<file path="src/rtl/input_conditioner_pkg.sv">
// Shared defaults and debouncer decision encoding for the input conditioner.
package input_conditioner_pkg;

    localparam int DEFAULT_COUNTER_WIDTH = 3;
    localparam int DEFAULT_WAIT_TIME     = 3;

    typedef enum logic [1:0] {
        DB_IDLE   = 2'd0,
        DB_COUNT  = 2'd1,
        DB_ACCEPT = 2'd2
    } db_action_t;

endpackage

</file>
<file path="src/rtl/sync_2ff.sv">
// Two-flop synchronizer for a single asynchronous bit, asynchronously reset to 0.
module sync_2ff (
    input  logic clk,
    input  logic reset,
    input  logic d,
    output logic q
);

    logic sync0_reg;
    logic sync1_reg;

    always_ff @(posedge clk or posedge reset) begin
        if (reset) begin
            sync0_reg <= 1'b0;
            sync1_reg <= 1'b0;
        end else begin
            sync0_reg <= d;
            sync1_reg <= sync0_reg;
        end
    end

    assign q = sync1_reg;

endmodule

</file>
<file path="src/rtl/input_conditioner.sv">
// Synchronizes and debounces one raw input, emitting registered one-cycle edge pulses.
module input_conditioner
    import input_conditioner_pkg::*;
#(
    parameter int COUNTER_WIDTH = DEFAULT_COUNTER_WIDTH,
    parameter int WAIT_TIME     = DEFAULT_WAIT_TIME
) (
    input  logic clk,
    input  logic reset,
    input  logic noisysignal,
    output logic conditioned,
    output logic positiveedge,
    output logic negativeedge
);

    localparam logic [COUNTER_WIDTH-1:0] WAIT_LIMIT = COUNTER_WIDTH'(WAIT_TIME);

    logic                     sync1;
    logic [COUNTER_WIDTH-1:0] count_reg, count_next;
    logic                     cond_reg, cond_next;
    logic                     pos_reg, pos_next;
    logic                     neg_reg, neg_next;
    db_action_t               action;

    sync_2ff u_sync (
        .clk   (clk),
        .reset (reset),
        .d     (noisysignal),
        .q     (sync1)
    );

    // Any agreeing sample drops back to IDLE, so a bounce restarts qualification.
    always_comb begin
        action = DB_IDLE;
        if (sync1 != cond_reg) begin
            if (count_reg < WAIT_LIMIT) begin
                action = DB_COUNT;
            end else begin
                action = DB_ACCEPT;
            end
        end
    end

    always_comb begin
        count_next = '0;
        cond_next  = cond_reg;
        pos_next   = 1'b0;
        neg_next   = 1'b0;
        case (action)
            DB_COUNT: begin
                count_next = count_reg + COUNTER_WIDTH'(1);
            end
            DB_ACCEPT: begin
                cond_next = sync1;
                pos_next  = sync1;
                neg_next  = ~sync1;
            end
            default: begin
                count_next = '0;
            end
        endcase
    end

    always_ff @(posedge clk or posedge reset) begin
        if (reset) begin
            count_reg <= '0;
            cond_reg  <= 1'b0;
            pos_reg   <= 1'b0;
            neg_reg   <= 1'b0;
        end else begin
            count_reg <= count_next;
            cond_reg  <= cond_next;
            pos_reg   <= pos_next;
            neg_reg   <= neg_next;
        end
    end

    assign conditioned  = cond_reg;
    assign positiveedge = pos_reg;
    assign negativeedge = neg_reg;

endmodule

</file>
<file path="config.mk">
export PLATFORM = sky130hd
export DESIGN_NAME = input_conditioner
export DESIGN_NICKNAME = d
export VERILOG_FILES = /design/src/rtl/input_conditioner_pkg.sv /design/src/rtl/sync_2ff.sv /design/src/rtl/input_conditioner.sv
export SDC_FILE = /design/constraint.sdc
export NUM_CORES = 1
export LEC_CHECK = 0
export CORE_AREA = 10 10 47 49
export DETAILED_ROUTE_END_ITERATION = 7
export DIE_AREA = 0 0 57 59
export SYNTH_ARGS = -nofsm -noshare
export SYNTH_HDL_FRONTEND = slang
export SYNTH_SLANG_ARGS = --single-unit
</file>
<file path="constraint.sdc">
create_clock -name clk -period 1.9 [get_ports clk]
set_clock_uncertainty 0.2 [all_clocks]
set_input_delay 0.285 -clock clk [delete_from_list [all_inputs] [get_ports clk]]
set_output_delay 0.285 -clock clk [all_outputs]
set_load 0.01 [all_outputs]
</file>
==> results.py <==
metrics = {
    "timing": {
        "slew_headroom_pct": 80.5,
        "fin_crit_ps": 1720,
        "setup_viol": 0,
        "hold_ws_ps": 74.9,
        "rsz0062_at_grt": "no",
        "fmax_ghz": 0.582,
        "fin_tns_setup_ps": 0,
        "hold_violations": 0,
        "min_period_over_period_pct": 90.5,
        "tightestPinTransition_ps": 292,
        "maxSlewViolCount": 0,
    },
    "worst_setup_path": {
        "critPathBufInv": 1,
        "r2r-start": "count_reg[1]",
        "max_stage_delay_ps": 570,
        "r2r_end": "conditioned",
        "arrival_ps": 1230,
        "critPathTopFamily": "buffers and inverters",
        "reg2reg_slack_ps": 550,
        "worstSetupStartpointType": "flop",
        "rr_worst_depth": 2,
        "required_ps": 1410,
        "worstPathMaxFanout": 5,
        "crit_chain": "clkdlybuf4s50_1",
        "endpoint_kind": "primary output",
        "worstSetupPathType": "reg -> out",
        "cp_slowest_cell": "clkdlybuf4s50_1",
    },
    "yosys": {
        "ys_types": 10,
        "synth_top_family_by_area": "simple AND/OR/NAND/NOR gates",
        "syn_nets": 23,
        "synth_cells": 19,
        "synth_mux_area_share_pct": 3.95,
        "syn_avg_cell_area_um2": 15.0,
        "syn_area_um2": 285,
        "yosysWarningCount": 0,
        "synth_xor_area_share_pct": 3.07,
        "synth-simple-area-share_pct": 15.4,
        "yosys.area_share.adder_pct": 4.39,
        "ys_ff_latch": 8,
        "ys_seq_area_share_pct": 70.2,
        "synth-compound-area-share_pct": 1.75,
    },
    "pwr": {
        "clkPwrFrac_pct": 25.0,
        "p_int_mw": 0.353,
        "sequentialPowerShare_pct": 49.5,
        "p_leak_nw": 0.165,
        "p_sw_mw": 0.137,
        "ir_worst_vdd_mv": 0.447,
        "power.density_nw_per_um2": 1300,
        "p_sw_share_pct": 27.9,
        "p_comb_share_pct": 25.4,
    },
    "global_route": {
        "grt_overflow": 0,
        "grt_pass1_wl_um": 841,
        "grt_use_total_pct": 3.47,
        "antenna_found_initial": 0,
        "grt_pass1_vias": 229,
        "grt_start_max_net_pins": 9,
    },
    "floorplan": {
        "die_width_um": 57,
        "rows": 14,
        "initial_core_util_pct": 20.4,
        "die_area_um2": 3360,
        "core_area_um2": 1400,
        "chipHeight_um": 59,
        "io_pins": 6,
    },
    "clock_network": {
        "cts_buffer_depth": 2,
        "cts_tree": "built",
        "cts_max_level": 1,
        "ctsResizeCount": 0,
        "numCtsBuffers": 3,
        "postCtsSetupRepairBufs": 0,
        "hold_buffers": 0,
        "cts_root_buffer": "clkbuf_4",
        "clk_pin_slew_ps": 50,
        "clkSinkCount": 8,
        "clk-insertion-delay-late_ps": 250,
    },
    "finish": {
        "drive_gt1_share_pct": 14.8,
        "antennaDiodeCount": 0,
        "largest_reg_flops": 3,
        "layout_common_cells": "dfrtp_1, clkdlybuf4s50_1, clkbuf_4",
        "final_core_util_pct": 27.0,
        "fin_cells": 43,
        "syn2layout_area_growth_pct": 32.5,
        "final_nets": 33,
        "stdcell_area_um2": 378,
        "layout_commonest_cell": "dfrtp_1",
    },
    "place": {
        "hpwl_um": 417,
        "dp_cells": 40,
        "dpl_cell_area_um2": 355,
        "place_congestion": 0.642,
        "port_buffers": 5,
    },
    "detailed_routing": {
        "routed_wl_um": 508,
        "routed.top_layer": "met3",
        "drt_iter0_drc": 4,
        "routedWlPerCell_um": 11.8,
        "num_vias": 182,
        "dr.pass1.iters": 2,
        "routed-wl-met2_um": 267,
        "drcViolationCount": 0,
        "vias_per_cell": 4.23,
        "drt-met1-wl_um": 162,
        "drt.antenna.violating_nets": 0,
        "dr_wl_met3_um": 77,
    },
    "worst_hold_path": {
        "hold_path_class": "in -> async",
    },
    "flow_run": {
        "maxCapViolations": 0,
    },
    "status": {
        "outcome": "complete, no violations",
    },
}
==> how the worst max path moves through the flow <==
| stage | cells after the start | from | end | slack [ps] |
|---|---|---|---|---|
| 2_1_floorplan | 2 | count_reg[1] | conditioned | 650 |
| 3_3_place_gp | 1 | conditioned | conditioned | 470 |
| 3_5_place_dp | 1 | conditioned | conditioned | 450 |
| 4_1_cts | 1 | conditioned | conditioned | 170 |
| 5_1_grt | 1 | conditioned | conditioned | 130 |
| 6_report | 1 | conditioned | conditioned | 180 |
==> cell type report <==
type | instances | area [um2]
clock buffers | 3 | 22.5
fillers | 146 | 1020
inverters | 1 | 3.75
multi-input cells | 10 | 81.3
flip-flops and latches | 8 | 200
well taps | 16 | 20.0
repair buffers | 5 | 50.0
==> synth_stat cells <==
cell | n | area [um2]
nor3b_1 | 2 | 15.0
nor4b_1 | 2 | 17.5
xnor2_1 | 1 | 8.76
nor3_1 | 1 | 5.00
mux2_2 | 1 | 11.3
and2_1 | 1 | 6.26
a21oi_1 | 1 | 5.00
dfrtp_1 | 8 | 200
inv_1 | 1 | 3.75
ha_1 | 1 | 12.5
==> power by group through the flow <==
stage                     Combinational, mW  Sequential [mW]  Clock [mW]
after global routing                  0.139            0.249       0.137
after CTS                             0.128            0.243       0.130
after detailed placement              0.128            0.245           0
after floorplan                      0.0680            0.244           0
final                                 0.125            0.243       0.122
after global placement                0.118            0.239           0
==> cell families after synthesis <==
family	Yosys count
adders and majority gates	1
AOI/OAI and AO/OA	1
buffers and inverters	1
muxes	1
xor gates and xnor gates	1
DFF	8
and+or+nand+nor	6
==> per-stage QoR <==
stage          power, mW  worst slack, ps
2_1_floorplan      0.312              645
3_3_place_gp       0.357              471
3_5_place_dp       0.374              446
4_1_cts            0.501              166
5_1_grt            0.524              128
6_report           0.490              181
==> per-layer routing <==
metal | vias up | GRT usage [%]
li1 | 83 | -
met1 | 93 | 2.04
met2 | 6 | 5.74
met3 | 0 | 3.00
met4 | 0 | 4.03
met5 | - | 0
Power figures use the tool's default switching activity.
